$ cat src/rtl/if_id_stage.sv
// IF/ID pipeline register with load-use hazard detection.
// Stalls the PC and inserts an ID/EX bubble for one cycle per load-use pair.
module if_id_stage #(
  parameter int unsigned STALL_CNT_W = 16,
  parameter logic [31:0] NOP_WORD    = 32'h0000_0000
) (
  input  logic                   clk,
  input  logic                   reset,
  input  logic [31:0]            ia,
  input  logic [31:0]            instr_in,
  input  logic                   flush,
  input  logic                   idex_mem_read,
  input  logic [4:0]             idex_rt,
  output logic                   pc_advance,
  output logic [31:0]            if_id_pc,
  output logic [31:0]            if_id_instr,
  output logic                   if_id_valid,
  output logic                   idex_bubble,
  output logic [STALL_CNT_W-1:0] stall_count
);

  typedef enum logic {
    RUN   = 1'b0,
    STALL = 1'b1
  } state_e;

  state_e                 state_q, state_d;
  logic [31:0]            pc_q, pc_d;
  logic [31:0]            instr_q, instr_d;
  logic                   valid_q, valid_d;
  logic [STALL_CNT_W-1:0] cnt_q, cnt_d;

  logic [5:0] op;
  logic [4:0] rs;
  logic [4:0] rt;
  logic       rt_is_src;
  logic       hazard;
  logic       stall;

  always_comb begin
    op        = instr_q[31:26];
    rs        = instr_q[25:21];
    rt        = instr_q[20:16];
    rt_is_src = (op == 6'h00) | (op == 6'h04) |
                (op == 6'h05) | (op == 6'h2B);
    hazard    = valid_q & idex_mem_read &
                (idex_rt != 5'd0) &
                ((idex_rt == rs) |
                 (rt_is_src & (idex_rt == rt)));
    // STALL state never re-stalls: the bubble already split load and use
    stall     = (state_q == RUN) & hazard &
                ~flush & ~reset;
  end

  always_comb begin
    state_d = RUN;
    pc_d    = ia;
    instr_d = instr_in;
    valid_d = 1'b1;
    cnt_d   = cnt_q;
    unique case (1'b1)
      flush: begin
        pc_d    = ia;
        instr_d = NOP_WORD;
        valid_d = 1'b0;
        state_d = RUN;
      end
      stall: begin
        pc_d    = pc_q;
        instr_d = instr_q;
        valid_d = valid_q;
        state_d = STALL;
        if (!(&cnt_q)) begin
          cnt_d = cnt_q + STALL_CNT_W'(1);
        end
      end
      default: begin
        pc_d    = ia;
        instr_d = instr_in;
        valid_d = 1'b1;
        state_d = RUN;
      end
    endcase
  end

  always_ff @(posedge clk or posedge reset) begin
    if (reset) begin
      state_q <= RUN;
      pc_q    <= 32'h0;
      instr_q <= NOP_WORD;
      valid_q <= 1'b0;
      cnt_q   <= '0;
    end else begin
      state_q <= state_d;
      pc_q    <= pc_d;
      instr_q <= instr_d;
      valid_q <= valid_d;
      cnt_q   <= cnt_d;
    end
  end

  assign pc_advance  = ~stall;
  assign idex_bubble = stall;
  assign if_id_pc    = pc_q;
  assign if_id_instr = instr_q;
  assign if_id_valid = valid_q;
  assign stall_count = cnt_q;

endmodule

$ cat config.mk
export PLATFORM = sky130hd
export DESIGN_NAME = if_id_stage
export DESIGN_NICKNAME = d
export VERILOG_FILES = /design/src/rtl/if_id_stage.sv
export SDC_FILE = /design/constraint.sdc
export NUM_CORES = 1
export LEC_CHECK = 0
export ABC_AREA = 1
export CAP_MARGIN = 20
export CORE_ASPECT_RATIO = 1.4
export CORE_UTILIZATION = 35
export DETAILED_ROUTE_END_ITERATION = 10
export PLACE_DENSITY_LB_ADDON = 0.05
export SYNTH_ARGS = -nofsm -noshare
export SYNTH_HDL_FRONTEND = slang
export SYNTH_SLANG_ARGS = --single-unit
$ cat constraint.sdc
create_clock -name clk -period 9.6 [get_ports clk]
set_input_delay 1.92 -clock clk [delete_from_list [all_inputs] [get_ports clk]]
set_output_delay 1.92 -clock clk [all_outputs]
set_load 0.05 [all_outputs]
### Word-level counts from Yosys, hierarchy flattened

Index checks and enable logic that the tools add are counted.

| word-level totals | value |
|---|---|
| register bits | 82 |
| input bits | 73 |
| output and inout bits | 83 |
| logic and storage cells | 34 |

| operators by class | value |
|---|---|
| add/subtract/negate cells | 1 |
| equality and inequality tests | 5 |
| muxes and demuxes | 3 |
| bitwise gates (word level) | 16 |
| reduce and logical (&&, ||, !) cells | 4 |

Operators by type and width:

| operator | number |
|---|---|
| case mux 32 bit (2 select lines) | 1 |
| adder 16 x 1 -> 16 bit (second input constant) | 1 |
| AND reduction 16 bit | 1 |
| equality test 6 x 3 -> 1 bit (second input constant) | 2 |
| equality test 5 bit | 2 |
| bitwise AND 1 bit | 7 |
| equality test 6 bit (second input constant) | 1 |
| zero test 6 bit | 1 |
| inverter 1 bit | 5 |
| nonzero test 5 bit | 1 |
| OR 1 bit | 4 |
| case mux 1 bit (2 select lines) | 1 |
| AND reduction 2 bit | 1 |
| 2-to-1 mux 1 bit | 1 |

### Logic depth before layout (Yosys ltp)

| depth | value |
|---|---|
| depth in word-level cells | 11 |
| gate-level depth with buffers | 13 |
| gate-level depth less buffers | 12 |

### Least setup slack after synthesis

OpenSTA, ideal clock, no wires.

| timing path | value |
|---|---|
| kind | in2out |
| start | in reset |
| end | out idex_bubble |
| data arrival time | 4.652 ns |
| data required time | 7.680 ns |
| path slack | 3.028 ns |
| stages on the path | 6 |
| path buffers | 1 |
| cells stage by stage | inv_1 nand3_1 a21oi_2 nand2_2 inv_2 buf_2 |

| between the ends | value |
|---|---|
| cells in the longest elaborated chain, start to end | 2 |

RTL lines:

| element | RTL line | text |
|---|---|---|
| start: declaration | 8 | `input logic reset,` |
| inverter 1 bit | 52 | `~flush & ~reset;` |
| bitwise AND 1 bit | 52 |  |
| end: declaration | 18 | `output logic idex_bubble,` |

Every way passes these cells.

### Worst setup path in the final report

| timing path | value |
|---|---|
| start | in flush |
| end | out idex_bubble |

| between the ends | value |
|---|---|
| cells in the longest elaborated chain, start to end | 3 |

RTL lines:

| element | RTL line | text |
|---|---|---|
| start: declaration | 11 | `input logic flush,` |
| inverter 1 bit | 52 |  |
| bitwise AND 1 bit | 51 | `stall = (state_q == RUN) & hazard &` |
| bitwise AND 1 bit | 52 |  |

Every way passes these cells.

==> load_flow_metrics.sql <==
INSERT INTO impl_metrics (metric_group, metric, value, unit) VALUES
('outcome', 'outcome', 'finished, final reports clean', ''),
('critical_path', 'required_arrival_time_at_the_worst_endpoint', '7680', 'ps'),
('critical_path', 'largest_delay_contributor_family_on_the_critical_path', 'buffers and inverters', ''),
('finish', 'antenna_cells_inserted', '0', ''),
('placed_design', 'numPortBuffers', '155', ''),
('clocking', 'cts_tree', 'yes', ''),
('floorplanning', 'initial_core_util', '36.1', '%'),
('power', 'powerDensity', '148', 'mW/mm²'),
('power', 'p_leak', '2.75', 'nW'),
('critical_path', 'cp_num_buf_inv', '4', ''),
('clocking', 'ctsLongestPathBuffers', '2', ''),
('global_routing', 'wire_length_of_the_first_global_routing_pass', '15.9', 'mm'),
('synth', 'synth-compound-area-share', '1.81', '%'),
('synth', 'syn-instance-count', '471', ''),
('critical_path', 'critPathKind', 'input pin to primary output', ''),
('global_routing', 'grt_pass1_vias', '3363', ''),
('critical_path', 'cp_max_fo', '34', ''),
('clocking', 'cts_resized', '0', ''),
('routing', 'drt-wirelength-per-cell', '13.3', 'µm'),
('routing', 'drt_iter0_drc', '140', ''),
('synth', 'biggest_area_contributors_in_the_synthesized_netlist', 'sky130_fd_sc_hd__dfrtp_1 55%, sky130_fd_sc_hd__nand2_1 21%, sky130_fd_sc_hd__nand3_1 5.4%, sky130_fd_sc_hd__nand4_1 4.0%, sky130_fd_sc_hd__inv_1 3.9%', ''),
('synth', 'parity_gate_share_of_the_synthesized_area_counting_xor_and_xnor_cells', '0.939', '%'),
('routing', 'post_drt_via_cell_ratio', '4.63', ''),
('timing', 'rsz_0062_raised_after_global_routing', 'false', ''),
('synth', 'muxShareOfSynthArea', '0', '%'),
('synth', 'mean_post_synth_cell_area', '7.92', 'µm²'),
('clocking', 'cts-buffers-inserted', '9', ''),
('placed_design', 'routabilityCongestion', '0.815', ''),
('synth', 'yosys_warnings', '0', ''),
('global_routing', 'grt_util_all_layers', '18.9', '%'),
('placed_design', 'post-dp-hpwl', '7.13', 'mm'),
('timing', 'finalCriticalPeriod', '6700', 'ps'),
('floorplanning', 'std_cell_rows', '44', ''),
('flow_run', 'max_cap_violations', '0', ''),
('clocking', 'cts.reportedPaths.clkPinSlew', '60', 'ps'),
('clocking', 'worstSkewPairLatency', '330', 'ps'),
('finish', 'layout-drive-gt1-share', '4.49', '%'),
('finish', 'multiInputGateArea', '0.00139', 'mm²'),
('timing', 'hold_ws', '466', 'ps'),
('synth', 'post_synth_instance_area', '0.00373', 'mm²'),
('synth', 'synth.ff_latch_count', '82', ''),
('clocking', 'cts-hold-fix-buffers', '0', ''),
('finish', 'leading_cell_type_in_the_layout_fill_and_taps_excluded', 'sky130_fd_sc_hd__nand2_1', ''),
('clocking', 'clock_tree.root_cell', 'sky130_fd_sc_hd__clkbuf_16', ''),
('timing', 'setup_ws', '2900', 'ps'),
('synth', 'synth_simple_gate_area_share', '34.3', '%'),
('placed_design', 'placed_area', '0.00537', 'mm²'),
('timing', 'fin_crit_share', '69.7', '%'),
('routing', 'drc', '0', ''),
('routing', 'drt_pre_antenna_iters', '4', ''),
('routing', 'via_count', '3531', ''),
('clocking', 'postCtsSetupRepairBufs', '0', ''),
('floorplanning', 'chipHeight', '124', 'µm'),
('power', 'ir_worst_vdd', '0.0911', 'mV'),
('clocking', 'cts_max_level', '3', ''),
('finish', 'filler_cell_count', '1052', ''),
('finish', 'post_route_cell_area', '0.00563', 'mm²'),
('critical_path', 'worst_path_max_delay_cell', 'sky130_fd_sc_hd__clkdlybuf4s50_1', ''),
('finish', 'finish.net_count', '693', ''),
('critical_path', 'worst_setup_path_start_kind', 'input pin', ''),
('synth', 'post_synth_num_cell_types', '25', ''),
('synth', 'synth_sequential_area_ratio', '55.0', '%'),
('clocking', 'cts_num_sinks', '82', ''),
('timing', 'achievable-frequency', '149', 'MHz'),
('critical_path', 'critPathMaxStageDelay', '810', 'ps'),
('timing', 'setup_viol_count_final', '0', ''),
('synth', 'netlist.area_leader.share', '55.0', '%'),
('synth', 'combinational_family_with_the_most_area_after_synthesis', 'simple AND/OR/NAND/NOR gates', ''),
('floorplanning', 'design.die.area', '0.0111', 'mm²'),
('timing', 'finalSetupTns', '0', 'ps'),
('timing', 'slew_viol_final', '0', '');
==> synthesized netlist by cell type <==
| library cell | instances |
|---|---|
| sky130_fd_sc_hd__o21ai_2 | 1 |
| sky130_fd_sc_hd__nand4_2 | 1 |
| sky130_fd_sc_hd__clkinv_1 | 1 |
| sky130_fd_sc_hd__xnor2_1 | 1 |
| sky130_fd_sc_hd__ha_1 | 1 |
| sky130_fd_sc_hd__buf_1 | 2 |
| sky130_fd_sc_hd__nand2_1 | 211 |
| sky130_fd_sc_hd__buf_6 | 2 |
| sky130_fd_sc_hd__o21ai_1 | 5 |
| sky130_fd_sc_hd__inv_1 | 39 |
| sky130_fd_sc_hd__nand3_1 | 40 |
| sky130_fd_sc_hd__xor2_1 | 3 |
| sky130_fd_sc_hd__inv_2 | 6 |
| sky130_fd_sc_hd__a21oi_2 | 1 |
| sky130_fd_sc_hd__nor4_1 | 1 |
| sky130_fd_sc_hd__nor3_1 | 3 |
| sky130_fd_sc_hd__buf_4 | 1 |
| sky130_fd_sc_hd__clkbuf_1 | 3 |
| sky130_fd_sc_hd__dfrtp_1 | 82 |
| sky130_fd_sc_hd__nand4_1 | 24 |
| sky130_fd_sc_hd__nor3_2 | 1 |
| sky130_fd_sc_hd__nand2_2 | 1 |
| sky130_fd_sc_hd__buf_2 | 13 |
| sky130_fd_sc_hd__o21ai_0 | 5 |
| sky130_fd_sc_hd__nor2_1 | 23 |
==> state kept, by name, summed over array words and instances, names as in the netlist <==
register,count
if_id_instr,32
if_id_pc,32
if_id_valid,1
stall_count,16
state_q,1
==> worst register-to-register path, stage by stage (launching register included) <==
cell                      delay [ps]
sky130_fd_sc_hd__dfrtp_1         410
sky130_fd_sc_hd__nor2_1          120
sky130_fd_sc_hd__nand2_1          70
sky130_fd_sc_hd__nand2_1          80
sky130_fd_sc_hd__nand3_1          90
sky130_fd_sc_hd__o21ai_2         470
sky130_fd_sc_hd__nand2_2         260
sky130_fd_sc_hd__inv_2           120
sky130_fd_sc_hd__buf_4           570
sky130_fd_sc_hd__nand2_1         250
sky130_fd_sc_hd__nand2_1         110
sky130_fd_sc_hd__nand2_1          60
==> stage by stage <==
stage	instances	power [mW]
finish	762	0.835
global route	762	0.871
CTS	762	0.849
detailed placement	746	0.534
global placement	746	0.533
floorplan	471	0.461
==> power breakdown <==
part	internal (mW)	switching, mW	total (mW)
clock network	0.181	0.128	0.309
registers	0.361	0.0108	0.372
logic	0.0620	0.0921	0.154
==> path summary, 6_finish.rpt <==
check	startpoint	to	slack, ps	cells past startpoint
setup reg to reg	if_id_instr[27]	stall_count[0]	6890	11
setup / recovery	flush	idex_bubble	2900	9
hold reg to reg	if_id_pc[23]	if_id_pc[23]	470	2
max in group asynchronous	reset	if_id_instr[1]	6590	3
hold / removal	if_id_pc[23]	if_id_pc[23]	470	2
min in group asynchronous	reset	if_id_pc[8]	1870	2
==> layout make-up <==
cell class,count,share of cell area (%)
clock buffers,13,4.44
flip-flops and latches,82,36.4
multi-input cells,322,24.8
well taps,138,3.07
inverters,46,3.09
repair buffers,158,27.9
clock inverters,3,0.267
==> cells by family after synthesis <==
family,count (synthesis)
AO/OA/AOI/OAI,12
XOR/XNOR,4
adder cells (fa/ha/maj),1
buffers and inverters,67
flip-flops,82
AND/OR/NAND/NOR,305
==> routing by layer <==
layer	track usage [%]	vias up	part of all wire, %
li1	-	1775	-
met1	20.9	1639	39
met2	32.8	97	51
met3	5.17	20	6.7
met4	9.62	0	3.5
met5	0	-	0
Note: power is estimated with default switching activity, not from simulation.
